--- config.mk ---
export PLATFORM = sky130hd
export DESIGN_NAME = s2p
export DESIGN_NICKNAME = d
export VERILOG_FILES = /design/src/rtl/s2p_pkg.sv /design/src/rtl/s2p.sv
export SDC_FILE = /design/constraint.sdc
export NUM_CORES = 1
export LEC_CHECK = 0
export BUFFER_PORTS_ARGS = -buffer_cell sky130_fd_sc_hd__buf_2
export CAP_MARGIN = 20
export CORE_MARGIN = 1.5
export CORE_UTILIZATION = 53
export CTS_CLUSTER_SIZE = 28
export DETAILED_ROUTE_END_ITERATION = 12
export PLACE_DENSITY = 0.75
export SYNTH_ARGS = -nofsm -noshare
export SYNTH_HDL_FRONTEND = slang
export SYNTH_SLANG_ARGS = --single-unit
--- constraint.sdc ---
create_clock -name clk -period 2 [get_ports clk]
set_input_delay 0.4 -clock clk [delete_from_list [all_inputs] [get_ports clk]]
set_output_delay 0.4 -clock clk [all_outputs]
set_load 0.05 [all_outputs]
--- src/rtl/s2p_pkg.sv ---
// Shared types for the serial-to-parallel deserializer.
package s2p_pkg;

  typedef enum logic [1:0] {
    IDLE  = 2'd0,
    SHIFT = 2'd1,
    HOLD  = 2'd2
  } s2p_state_t;

endpackage

--- src/rtl/s2p.sv ---
// Serial-to-parallel deserializer: MSB-first shift register feeding a
// parallel output register, so assembly of the next word overlaps a stalled output.
module s2p
  import s2p_pkg::*;
#(
  parameter int N = 4
) (
  input  logic         clk,
  input  logic         rstn,
  input  logic         sdata,
  input  logic         svalid,
  output logic         sready,
  output logic [N-1:0] pdata,
  output logic         pvalid,
  input  logic         pready
);

  localparam int CW = $clog2(N + 1);
  localparam logic [CW-1:0] CNT_LAST = CW'(N - 1);
  localparam logic [CW-1:0] CNT_FULL = CW'(N);

  s2p_state_t    state_q, state_d;
  logic [CW-1:0] cnt_q, cnt_d;
  logic [N-1:0]  sh_q, sh_d;
  logic [N-1:0]  pdata_q, pdata_d;
  logic          pvalid_q, pvalid_d;
  logic [N-1:0]  sh_next;
  logic          out_free;

  // Registered-state decode only, so the serial handshake has no combinational path.
  assign sready   = (state_q != HOLD);
  assign pdata    = pdata_q;
  assign pvalid   = pvalid_q;
  assign out_free = !pvalid_q || pready;
  assign sh_next  = {sh_q[N-2:0], sdata};

  always_comb begin
    state_d  = state_q;
    cnt_d    = cnt_q;
    sh_d     = sh_q;
    pdata_d  = pdata_q;
    pvalid_d = pvalid_q;

    // Drain first; a word landing in the same cycle overrides it with no bubble.
    if (pvalid_q && pready) pvalid_d = 1'b0;

    case (state_q)
      HOLD: begin
        if (pvalid_q && pready) begin
          pdata_d  = sh_q;
          pvalid_d = 1'b1;
          cnt_d    = '0;
          state_d  = IDLE;
        end
      end
      default: begin
        if (svalid) begin
          sh_d = sh_next;
          if (cnt_q == CNT_LAST) begin
            if (out_free) begin
              pdata_d  = sh_next;
              pvalid_d = 1'b1;
              cnt_d    = '0;
              state_d  = IDLE;
            end else begin
              cnt_d   = CNT_FULL;
              state_d = HOLD;
            end
          end else begin
            cnt_d   = cnt_q + 1'b1;
            state_d = SHIFT;
          end
        end
      end
    endcase
  end

  always_ff @(posedge clk or negedge rstn) begin
    if (!rstn) begin
      state_q  <= IDLE;
      cnt_q    <= '0;
      sh_q     <= '0;
      pdata_q  <= '0;
      pvalid_q <= 1'b0;
    end else begin
      state_q  <= state_d;
      cnt_q    <= cnt_d;
      sh_q     <= sh_d;
      pdata_q  <= pdata_d;
      pvalid_q <= pvalid_d;
    end
  end

endmodule

==> flow_summary.ini <==
[timing]
relative_max_transition_margin = 0.6868
timing.setup.tns_ps = 0
report.final.hold_viol_count = 7
slew_violations = 0
final_report_setup_violation_count = 0
post-route-min-period_ps = 1815
tightest_slew_ps = 464.8
whs_ps = -5.645
finClkSkew_ps = 4.319
period_share = 0.9073
grt_setup_unrepaired = false
clock.fmax_mhz = 551.1

[drt]
route.detailed.wl_per_inst_microns = 15.08
drc = 0
postRouteAntennaNets = 0
wl_microns = 1387
drt_first_pass_iters = 5
vias = 558
dr_vias_cell = 6.065
detail_route.iter0.violations = 26

[synth]
synth_nets = 73
average_footprint_of_a_synthesized_cell_sq_um = 10.72
synth_seq_cells = 14
yosys.cell_types.count = 24
netlist_instances = 67
ys_warn_count = 0
synth.cell_area_sq_um = 718.2
share_of_flip_flops_with_an_asynchronous_set_or_reset_after_synthesis = 1.000
synth_edf_count = 0
synth_flop_cell = dfrtp_1
synth.yosys.seq_area_share = 0.4878

[setup_path]
worstPathArrival_ps = 1410
cell_class_contributing_the_biggest_share_of_worst_path_delay = flip-flops
crit_path_max_fanout = 8
r2r_setup_slack_ps = 380
worst-r2r-cell-count = 4
crit-reg2reg-launch = cnt_q[0]$_DFFE_PN0P_
worstPathBufferInverterCount = 2
endpoint_kind = primary output
critical-path-slowest-cell = dfrtp_1
worst_setup_path_start_kind = register
worst_r2r_endpoint = pdata[1]$_DFFE_PN0P_
worst-path-stages = 3
worstSetupPathType = reg2out
timing.critical_path.cells = nor2b_2 -> inv_6 -> buf_2
critical_path.max_stage_delay_ps = 430
cp_data_required_time_ps = 1600

[floorplan]
chipHeight_microns = 39.81
start_util = 0.5589
fp-row-count = 13
core_area_sq_um = 1285
die_wd_microns = 39.81
floorplan.die_area_sq_um = 1585
io_pins = 11

[cts]
clock_path_buffers = 2
clock_tree_from_tritoncts = done
postCtsResizedCells = 0
cts.sink_count = 14
clkSlewWorstSetupHoldPaths_ps = 80
cts_hold_repair.buffers = 0
cts_max_level = 1
cts_post_setup_buffers_inserted = 0
cts-buffers-inserted = 3
clk-insertion-delay-late_ps = 280
clock_tree.root_cell = clkbuf_4

[global_route]
first_pass_grt_wire_length_microns = 2256
total_global_route_track_usage = 0.2314
grt_max_degree = 15
first_global_vias = 495
overflow_left_after_global_routing = 0
antenna_found_initial = 0

[finish]
fillerInstances = 112
final_net_count = 85
proportion_of_layout_cells_with_a_drive_suffix_above_1 = 0.2727
multi_input_comb_area_sq_um = 291.5
area_taken_by_flip_flops_and_latches_sq_um = 350.3
final_design_area_no_fill_sq_um = 783.3
final_cell_mix = 14 x dfrtp_1, 11 x inv_1, 10 x buf_2, 6 x o22ai_1, 5 x nand2_1
layout_commonest_cell = dfrtp_1
antenna-diode-count = 0
synthToLayoutAreaGrowth_pct = 9.059

[place]
gpl.final_weighted_congestion = 0.8298
port_buffers = 10
hpwl_dp_microns = 984.3
postPlaceCellArea_sq_um = 760.7

[pwr]
total_power_per_unit_cell_area_nw_per_um2 = 582.8
seq_power_share = 0.619
vdd_drop_max_uv = 424.1
power.combinational.fraction = 0.030
cell_internal_pwr_uw = 356.8
power.clock.fraction = 0.350
leakagePower_uw = 0.0004135
power_switching_share = 0.2183
netSwitchingPower_uw = 99.64

[worst_hold_path]
min-delay-path-class = in2async

[status]
failed_checks = negative hold slack
status = complete, but fails checks

[run]
maxCapViolCount = 0
==> metal layers <==
layer	up-vias	share of wire	global-route usage
met2	32	0.47	0.3279
li1	264	-	-
met3	2	0.079	0.08523
met4	0	0.0050	0.07759
met5	-	0	0
met1	260	0.44	0.3201
==> power groups by stage <==
stage / clock [uW] / sequential (uW) / combinational, uW
after CTS: 161 / 283 / 14.4
final: 160 / 283 / 13.9
after detailed placement: 0 / 288 / 14.4
after global placement: 0 / 288 / 14.2
after global routing: 176 / 283 / 16.3
after floorplan: 0 / 289 / 4.97
==> registers in the layout, indices dropped and copies added (netlist names) <==
| signal | cells |
|---|---|
| cnt_q | 3 |
| pdata | 4 |
| pvalid | 1 |
| sh_q | 4 |
| state_q | 2 |
==> kinds of logic after synthesis <==
group,Yosys count,share of synthesized area
multiplexers,5,0.07317
adder cells (fa/ha/maj),1,0.01742
AND/OR/NAND/NOR,13,0.1219
buffers and inverters,15,0.1063
AO/OA/AOI/OAI,19,0.1934
flip-flops,14,0.4878
==> cells in the mapped netlist, types with 2 or more instances <==
| master | n | area [sq um] |
|---|---|---|
| dfrtp_1 | 14 | 350.3 |
| inv_1 | 11 | 41.29 |
| o22ai_1 | 6 | 37.54 |
| nand2_1 | 5 | 18.77 |
| a222oi_1 | 4 | 40.04 |
| mux2i_1 | 3 | 30.03 |
| o21ai_0 | 3 | 15.01 |
| a21oi_1 | 2 | 10.01 |
| a32o_1 | 2 | 20.02 |
| buf_4 | 2 | 15.01 |
| mux2_2 | 2 | 22.52 |
==> worst reg2reg max path, stage by stage, from the launching register on <==
cell and delay, ps:
dfrtp_1 410, ha_1 240, and3b_1 240, o21ai_0 400, a222oi_1 180
==> final cells by class <==
| type | instances | share of cell area |
|---|---|---|
| clock buffers | 3 | 0.02875 |
| flip-flops and latches | 14 | 0.4473 |
| repair buffers | 10 | 0.06390 |
| multi-input cells | 38 | 0.3722 |
| inverters | 12 | 0.06390 |
| well taps | 15 | 0.02396 |
==> worst max-delay path by stage <==
stage / start / endpoint / slack, ps
after global routing: state_q[0]$_DFFE_PN0P_ / sready / 100
after CTS: state_q[0]$_DFFE_PN0P_ / sready / 190
after global placement: state_q[0]$_DFFE_PN0P_ / sh_q[3]$_DFFE_PN0P_ / 440
final: state_q[0]$_DFFE_PN0P_ / sready / 190
after floorplan: pvalid$_DFF_PN0_ / cnt_q[0]$_DFFE_PN0P_ / 440
after detailed placement: state_q[0]$_DFFE_PN0P_ / pdata[1]$_DFFE_PN0P_ / 410
==> through the flow <==
stage	total power (uW)	hold slack, ps	setup WS, ps	utilization	instances
after global placement	302.6	314.9	435.7	0.5920	89
after global routing	475.0	14.70	104.9	0.6095	92
final	456.5	-5.645	185.4	0.6095	92
after detailed placement	302.8	313.1	409.3	0.5920	89
after floorplan	293.5	104.4	437.6	-	67
after CTS	458.2	7.146	186.7	0.6095	92
(Power assumes the default switching activity.)
